File: config.mk
export PLATFORM = sky130hd
export DESIGN_NAME = uart_core_param
export DESIGN_NICKNAME = d
export VERILOG_FILES = /design/src/rtl/uart_core_param.sv
export SDC_FILE = /design/constraint.sdc
export NUM_CORES = 1
export LEC_CHECK = 0
export ABC_CLOCK_PERIOD_IN_PS = 4800
export CORE_ASPECT_RATIO = 1.25
export CORE_UTILIZATION = 50
export DETAILED_ROUTE_END_ITERATION = 10
export HOLD_SLACK_MARGIN = 0.06
export PLACE_DENSITY = 0.7
export SLEW_MARGIN = 20
export SYNTH_ARGS = -nofsm -noshare
export SYNTH_HDL_FRONTEND = slang
export SYNTH_SLANG_ARGS = --single-unit
File: constraint.sdc
create_clock -name clk -period 4.8 [get_ports clk]
set_input_delay 0.96 -clock clk [delete_from_list [all_inputs] [get_ports clk]]
set_output_delay 0.96 -clock clk [all_outputs]
set_load 0.01 [all_outputs]
File: src/rtl/uart_core_param.sv
// uart_core_param: parametrised full-duplex UART transceiver.
//   clk, rst_n        - system clock, asynchronous active-low reset
//   loopback          - 1: RX fed from internal TX line, tx pin held high
//   tx_data/tx_valid  - word to send, accepted when tx_ready is high
//   tx_ready, tx_done - transmitter idle / one-cycle end-of-frame pulse
//   tx                - serial output (idle high)
//   rx                - asynchronous serial input
//   rx_data/rx_valid  - one-deep holding register, released by rx_ready
//   rx_parity_err, rx_frame_err - status of the held word
//   rx_overrun        - one-cycle pulse when a completed frame is dropped
module uart_core_param #(
  parameter int CLK_FREQ  = 100_000_000,
  parameter int BAUD      = 115200,
  parameter int DATA_BITS = 8,
  parameter int PARITY    = 0,
  parameter int STOP_BITS = 1
) (
  input  logic                 clk,
  input  logic                 rst_n,
  input  logic                 loopback,
  input  logic [DATA_BITS-1:0] tx_data,
  input  logic                 tx_valid,
  output logic                 tx_ready,
  output logic                 tx,
  output logic                 tx_done,
  input  logic                 rx,
  output logic [DATA_BITS-1:0] rx_data,
  output logic                 rx_valid,
  input  logic                 rx_ready,
  output logic                 rx_parity_err,
  output logic                 rx_frame_err,
  output logic                 rx_overrun
);
  localparam int CLKS_PER_BIT = CLK_FREQ / BAUD;
  localparam int CNT_W        = $clog2(CLKS_PER_BIT);
  localparam logic [CNT_W-1:0] CNT_LAST = CNT_W'(CLKS_PER_BIT - 1);
  localparam logic [CNT_W-1:0] CNT_HALF = CNT_W'(CLKS_PER_BIT / 2 - 1);
  localparam logic [3:0] DATA_LAST = 4'(DATA_BITS - 1);
  localparam logic [3:0] STOP_LAST = 4'(STOP_BITS - 1);
  localparam logic HAS_PAR = (PARITY != 0);
  localparam logic ODD     = (PARITY == 2);

  if (CLKS_PER_BIT < 4 || DATA_BITS < 5 || DATA_BITS > 9 || PARITY < 0 || PARITY > 2 ||
      STOP_BITS < 1 || STOP_BITS > 2) begin : g_param_check
    $error("uart_core_param: illegal parameters (CLKS_PER_BIT=%0d)", CLKS_PER_BIT);
  end

  // ---------------- transmitter ----------------
  typedef enum logic [2:0] {TX_IDLE, TX_START, TX_DATA, TX_PAR, TX_STOP} tx_state_t;
  tx_state_t            tx_state, tx_state_n;
  logic [CNT_W-1:0]     tx_cnt, tx_cnt_n;
  logic [3:0]           tx_bit, tx_bit_n;
  logic [DATA_BITS:0]   tx_shreg, tx_shreg_n;  // parity rides above the data bits
  logic                 tx_line;

  always_ff @(posedge clk or negedge rst_n) begin
    if (!rst_n) begin
      tx_state <= TX_IDLE;
      tx_cnt   <= '0;
      tx_bit   <= '0;
      tx_shreg <= '0;
    end else begin
      tx_state <= tx_state_n;
      tx_cnt   <= tx_cnt_n;
      tx_bit   <= tx_bit_n;
      tx_shreg <= tx_shreg_n;
    end
  end

  always_comb begin
    tx_state_n = tx_state;
    tx_cnt_n   = tx_cnt;
    tx_bit_n   = tx_bit;
    tx_shreg_n = tx_shreg;
    tx_line    = 1'b1;
    tx_done    = 1'b0;
    if (tx_state != TX_IDLE)
      tx_cnt_n = (tx_cnt == CNT_LAST) ? '0 : tx_cnt + CNT_W'(1);
    case (tx_state)
      TX_IDLE: if (tx_valid) begin
        tx_state_n = TX_START;
        tx_cnt_n   = '0;
        tx_shreg_n = {(^tx_data) ^ ODD, tx_data};
      end
      TX_START: begin
        tx_line = 1'b0;
        if (tx_cnt == CNT_LAST) begin
          tx_bit_n   = '0;
          tx_state_n = TX_DATA;
        end
      end
      TX_DATA: begin
        tx_line = tx_shreg[0];
        if (tx_cnt == CNT_LAST) begin
          tx_shreg_n = {1'b1, tx_shreg[DATA_BITS:1]};
          tx_bit_n   = tx_bit + 4'd1;
          if (tx_bit == DATA_LAST) begin
            tx_bit_n   = '0;
            tx_state_n = HAS_PAR ? TX_PAR : TX_STOP;
          end
        end
      end
      TX_PAR: begin
        tx_line = tx_shreg[0];
        if (tx_cnt == CNT_LAST) tx_state_n = TX_STOP;
      end
      TX_STOP: begin
        if (tx_cnt == CNT_LAST) begin
          tx_bit_n = tx_bit + 4'd1;
          if (tx_bit == STOP_LAST) begin
            tx_done    = 1'b1;
            tx_bit_n   = '0;
            tx_state_n = TX_IDLE;
          end
        end
      end
      default: tx_state_n = TX_IDLE;
    endcase
  end

  assign tx_ready = (tx_state == TX_IDLE);
  assign tx       = loopback | tx_line;

  // ---------------- receiver ----------------
  typedef enum logic [2:0] {RX_IDLE, RX_START, RX_DATA, RX_PAR, RX_STOP} rx_state_t;
  rx_state_t              rx_state, rx_state_n;
  logic [CNT_W-1:0]       rx_cnt, rx_cnt_n;
  logic [3:0]             rx_bit, rx_bit_n;
  logic [DATA_BITS-1:0]   rx_shreg, rx_shreg_n;
  logic                   rx_perr, rx_perr_n, rx_ferr, rx_ferr_n;
  logic                   rx_cmpl, rx_cmpl_n;
  logic [1:0]             rx_sync;
  logic                   rx_prev, rx_s;

  assign rx_s = rx_sync[1];

  always_ff @(posedge clk or negedge rst_n) begin
    if (!rst_n) begin
      rx_sync  <= '1;
      rx_prev  <= 1'b1;
      rx_state <= RX_IDLE;
      rx_cnt   <= '0;
      rx_bit   <= '0;
      rx_shreg <= '0;
      rx_perr  <= 1'b0;
      rx_ferr  <= 1'b0;
      rx_cmpl  <= 1'b0;
    end else begin
      rx_sync  <= {rx_sync[0], loopback ? tx_line : rx};
      rx_prev  <= rx_s;
      rx_state <= rx_state_n;
      rx_cnt   <= rx_cnt_n;
      rx_bit   <= rx_bit_n;
      rx_shreg <= rx_shreg_n;
      rx_perr  <= rx_perr_n;
      rx_ferr  <= rx_ferr_n;
      rx_cmpl  <= rx_cmpl_n;
    end
  end

  always_comb begin
    rx_state_n = rx_state;
    rx_cnt_n   = rx_cnt;
    rx_bit_n   = rx_bit;
    rx_shreg_n = rx_shreg;
    rx_perr_n  = rx_perr;
    rx_ferr_n  = rx_ferr;
    rx_cmpl_n  = 1'b0;
    if (rx_state != RX_IDLE)
      rx_cnt_n = (rx_cnt == CNT_LAST) ? '0 : rx_cnt + CNT_W'(1);
    case (rx_state)
      RX_IDLE: if (rx_prev && !rx_s) begin
        rx_state_n = RX_START;
        rx_cnt_n   = '0;
        rx_perr_n  = 1'b0;
        rx_ferr_n  = 1'b0;
      end
      // Half-bit check re-centres the counter so later samples land mid-bit.
      RX_START: if (rx_cnt == CNT_HALF) begin
        rx_cnt_n   = '0;
        rx_bit_n   = '0;
        rx_state_n = rx_s ? RX_IDLE : RX_DATA;
      end
      RX_DATA: if (rx_cnt == CNT_LAST) begin
        rx_shreg_n = {rx_s, rx_shreg[DATA_BITS-1:1]};
        rx_bit_n   = rx_bit + 4'd1;
        if (rx_bit == DATA_LAST) begin
          rx_bit_n   = '0;
          rx_state_n = HAS_PAR ? RX_PAR : RX_STOP;
        end
      end
      RX_PAR: if (rx_cnt == CNT_LAST) begin
        rx_perr_n  = rx_s ^ (^rx_shreg) ^ ODD;
        rx_state_n = RX_STOP;
      end
      RX_STOP: if (rx_cnt == CNT_LAST) begin
        rx_ferr_n = rx_ferr | ~rx_s;
        rx_bit_n  = rx_bit + 4'd1;
        if (rx_bit == STOP_LAST) begin
          rx_bit_n   = '0;
          rx_cmpl_n  = 1'b1;
          rx_state_n = RX_IDLE;
        end
      end
      default: rx_state_n = RX_IDLE;
    endcase
  end

  // Holding register: a same-cycle handshake frees the slot for the new word.
  always_ff @(posedge clk or negedge rst_n) begin
    if (!rst_n) begin
      rx_data       <= '0;
      rx_valid      <= 1'b0;
      rx_parity_err <= 1'b0;
      rx_frame_err  <= 1'b0;
      rx_overrun    <= 1'b0;
    end else begin
      rx_overrun <= 1'b0;
      if (rx_valid && rx_ready) rx_valid <= 1'b0;
      if (rx_cmpl) begin
        if (!rx_valid || rx_ready) begin
          rx_valid      <= 1'b1;
          rx_data       <= rx_shreg;
          rx_parity_err <= rx_perr & HAS_PAR;
          rx_frame_err  <= rx_ferr;
        end else begin
          rx_overrun <= 1'b1;
        end
      end
    end
  end
endmodule

Word level (Yosys, flattened, before mapping) --
Cells that the tools add are included. Widths: inputs -> output; s select.
Word-level totals: register bits 67, bits in latches 0, memory bits (writable) 0, ROM bits 0, input port bits 14, output and inout bits 15, logic and storage cells 132, memories 0
Cells by class: add/sub/neg operators 4, $mul 0, divide/modulo/power cells 0, magnitude comparators 0, equality and inequality tests 27, shift-type cells 0, multiplexer cells 57, bitwise logic cells 3, reductions and logical operators 25
Operators by type and width (number):
- $mux 10 | 8
- $mux 3 | 14
- $mux 4 | 10
- $pmux 3 s5 | 2
- $ne 2x2->1 const B | 14
- $pmux 4 s3 | 2
- $add 10x1->10 const B | 2
- $eq 10x10->1 const B | 2
- $pmux 10 s2 | 1
- $mux 9 | 2
- $pmux 9 s2 | 1
- $mux 1 | 14
- $reduce_and 7->1 | 2
- $eq 3x2->1 const B | 4
- $reduce_bool 3->1 | 4
- $eq 10x9->1 const B | 1
- $add 4x1->4 const B | 2
- $eq 4x3->1 const B | 2
- $logic_not 4->1 | 2
- $reduce_and 4->1 | 2
- $reduce_xor 8->1 | 1
- $eq 3x1->1 const B | 2
- $eq 3x3->1 const B | 2
- $logic_not 3->1 | 2
- 11 further kinds | 18

Depth between registers and ports, before layout --
depth in word-level cells 5, depth in mapped cells 7, gate-level depth less buffers 7

Worst setup path before layout --
Ideal clock, no wire load.
kind register to output, start point reg tx_cnt[2], end point out tx_done, arrival 1.668 ns, data required time 3.840 ns, slack 2.172 ns, stages on the path, launching flop included 5, buffers on the path 1, cell sequence dfrtp_1 or3_4 or3_2 buf_2 nor3_1
On the way: longest elaborated chain between the ends 3
Ends and longest elaborated chain:
- start, declared | RTL line 51 | logic [CNT_W-1:0] tx_cnt, tx_cnt_n;
- start signal, assigned | RTL line 64 | tx_cnt <= tx_cnt_n;
- $eq 10x10->1 | RTL line 108 | if (tx_cnt == CNT_LAST) begin
- $mux 1 | RTL line 108
- $mux 1 | RTL line 79 | case (tx_state)
- end, declared | RTL line 25 | output logic tx_done,
No other way between the ends.

Worst setup path in the final report --
start point reg tx_cnt[0], end point out tx_done
The elaborated chain is that of the path after synthesis.

==> reports/metrics.csv <==
stage,metric,value,unit
finish,Layout area overhead,14.4,%
clock_network,H-tree depth,3,
floorplanning,core area,0.00665,mm^2
synth,async set or reset register ratio after synthesis,100,%
global_route,largest net degree at the start of global routing,43,
pwr,Psw,0.395,mW
critical_path,crit path launch type,flip-flop,
critical_path,CP Max Fanout,7,
critical_path,CP max-delay cell,or3_2,
pwr,Lkg Pwr,1.71,nW
critical_path,Worst EP arrival,2.51,ns
critical_path,CP Class,reg2out,
clock_network,CTS buffer count,9,
pwr,Design Power,1.40,mW
sta,total negative slack,0,ns
clock_network,clock slew at reported path FFs,0.07,ns
sta,Final Critical Period,3.47,ns
sta,Max-slew headroom,25.8,%
synth,cells after synthesis,345,
routing,wire per inst,13.5,um
critical_path,endpoint class of the critical path,output port,
floorplanning,Die Span Y,95.6,um
routing,Vias/cell,5.56,
floorplanning,width of the die,76.8,um
placement,placer congestion estimate,0.799,
clock_network,clk sink count,67,
synth,Synth top area share,45.7,%
sta,final hold vios,0,
clock_network,hold buffer count at CTS,0,
sta,crit share post-route,72.2,%
global_route,total track usage,19.3,%
routing,Post-route DRC,0,
sta,Worst Clk Skew,0.00670,ns
synth,Post-synth EDFFs,0,
global_route,initial antenna violation count,0,
clock_network,CTS tree,yes,
routing,final wirelength,6210,um
finish,"most common cell after layout, fill and taps aside",dfrtp_1,
synth,number of synthesized register bits,67,
placement,IO Port Bufs,27,
finish,Final nets,390,
synth,Main synth FF type,dfrtp_1,
min_path,HP Class,reg2reg,
outcome,status,completed,
sta,unrepaired setup endpoints after global routing,false,
global_route,GRT overflow,0,
sta,Worst-Margin Slew,1.11,ns
clock_network,CTS max path bufs,2,
finish,fin area,0.00401,mm^2
floorplanning,row count,33,
synth,main combinational cell family by area after synthesis,simple AND/OR/NAND/NOR gates,
pwr,Sw Share,28.1,%
routing,Initial DRT Pass Iterations,4,
clock_network,Post-CTS Setup Bufs,0,
pwr,P per Cell Area,351,mW/mm^2
placement,pre-CTS setup slack,1.72,ns
synth,Synth area leader,dfrtp_1,
synth,post-synthesis xor/xnor area fraction,4.50,%
critical_path,Critical Path RT,3.84,ns
routing,DR iter-0 viols,140,
sta,fin worst setup slack,1.33,ns
synth,Adder-Cell Fraction of Synth Area,2.50,%
finish,layout cells sized above 1,13.9,%
sta,# setup viols final,0,
sta,fmax,289,MHz
pwr,Seq pwr share,51.3,%
critical_path,max incr delay on CP,0.59,ns
critical_path,crit-path cells,"ha_1, nand4b_1, or3_2, nor3_1, clkdlybuf4s50_1",
sta,max-slew violation count,0,
finish,Final Util,60.2,%
pwr,Clock Power Share,31.8,%
synth,syn nets,366,
synth,register area share after synthesis,48.0,%
run,max-capacitance violation count,0,
floorplanning,DIE AREA,0.00734,mm^2
routing,Routed Antenna Nets,0,
pwr,share of total power in combinational logic,16.9,%
synth,mux contribution to synthesized area,8.36,%
clock_network,Root Buffer,clkbuf_8,
floorplanning,I/O pins,29,
placement,hpwl dp,4350,um
clock_network,cts repair resizes,0,
global_route,number of global-route vias before repair,2515,
finish,most frequent cells in the layout,"dfrtp_1 (64), nor2_1 (35), nand2_1 (27), clkdlybuf4s50_1 (26), o21ai_0 (24)",
synth,post-synthesis simple-gate area fraction,19.8,%
clock_network,Clock Latency Late Sink,0.33,ns
pwr,Peak VDD IR,0.212,mV
synth,Synth Cell Area,0.00350,mm^2
synth,Synth Area in Compound Gates,13.4,%
synth,syn avg cell area,10.1,um^2
routing,via count,2564,
synth,Synth area leaders,"dfrtp_1 (46%), mux2_2 (5.8%), nor2_1 (3.8%)",
finish,n_diodes,0,
placement,Placed Area,0.00381,mm^2
synth,Yosys cell types,59,
pwr,Int Power,1.01,mW
synth,yosys warns,0,
global_route,first-pass GRT wire length,11200,um
floorplanning,Initial Util,52.7,%
cell families (layout without fill, tap and decap cells):
| family | count (synthesis) | count (layout) |
|---|---|---|
| AND/OR/NAND/NOR | 125 | 125 |
| AO/OA/AOI/OAI | 75 | 75 |
| flip-flops | 67 | 67 |
| multiplexers | 27 | 27 |
| buffers and inverters | 25 | 54 |
| XOR/XNOR | 18 | 18 |
| adder cells (fa/ha/maj) | 7 | 7 |
| other | 1 | 1 |
state kept, by name, summed over array words and instances, names as in the netlist, 2 cells and up:
register  flops
rx_cnt       10
tx_cnt       10
tx_shreg      9
rx_data       8
rx_shreg      8
rx_bit        4
tx_bit        4
rx_state      3
tx_state      3
rx_sync       2
synthesized netlist by cell type (5+ instances only):
cell type	n
xor2_1	5
and3_1	6
clkbuf_1	6
a21oi_1	21
nor3_1	5
mux2i_1	9
o21ai_0	24
nor2_1	35
ha_1	7
dfrtp_1	64
inv_1	10
nand2_1	27
nand2b_1	9
o31ai_1	7
mux2_2	18
xnor2_1	13
nand3_1	6
stage by stage:
stage / hold slack [ns] / std cells
6_report: 0.356 / 461
5_1_grt: 0.360 / 461
4_1_cts: 0.357 / 461
3_5_place_dp: 0.347 / 445
3_3_place_gp: 0.347 / 445
2_1_floorplan: 0.345 / 345
worst paths after layout:
| check | startpoint | endpoint | slack, ns | depth (start not counted) |
|---|---|---|---|---|
| max | tx_cnt[0] | tx_done | 1.33 | 5 |
| min | rx_sync[0] | rx_sync[1] | 0.36 | 0 |
| max reg2reg | tx_state[1] | tx_shreg[7] | 2.16 | 5 |
| min reg2reg | rx_sync[0] | rx_sync[1] | 0.36 | 0 |
| max in group asynchronous | rst_n | rx_prev | 3.09 | 2 |
| min in group asynchronous | rst_n | rx_data[4] | 0.77 | 1 |
metal layers:
metal  global-route usage (%)  wire [um]
met5                        0          0
met2                     33.3       3050
met1                     23.9       2940
met4                     6.89         44
met3                     4.02        168
critical path: cells and delay by family (launching register included):
kind / cells / cell delay, ns
buf+inv: 1 / 0.56
simple gates: 3 / 1.01
flops: 1 / 0.38
fa+ha+maj: 1 / 0.22
layout make-up:
type / instances / area, um^2
fillers: 576 / 2640
multi-input cells: 253 / 1720
flip-flops and latches: 67 / 1680
repair buffers: 28 / 273
clock buffers: 13 / 149
well taps: 87 / 109
clock inverters: 3 / 40.0
inverters: 10 / 37.5
power by group through the flow:
stage	clock [mW]	combinational [mW]	sequential, mW
final	0.446	0.237	0.721
after global placement	0	0.231	0.725
after CTS	0.462	0.239	0.721
after global routing	0.488	0.274	0.735
after detailed placement	0	0.237	0.731
after floorplan	0	0.188	0.705
Note: power is estimated with default switching activity, not from simulation.
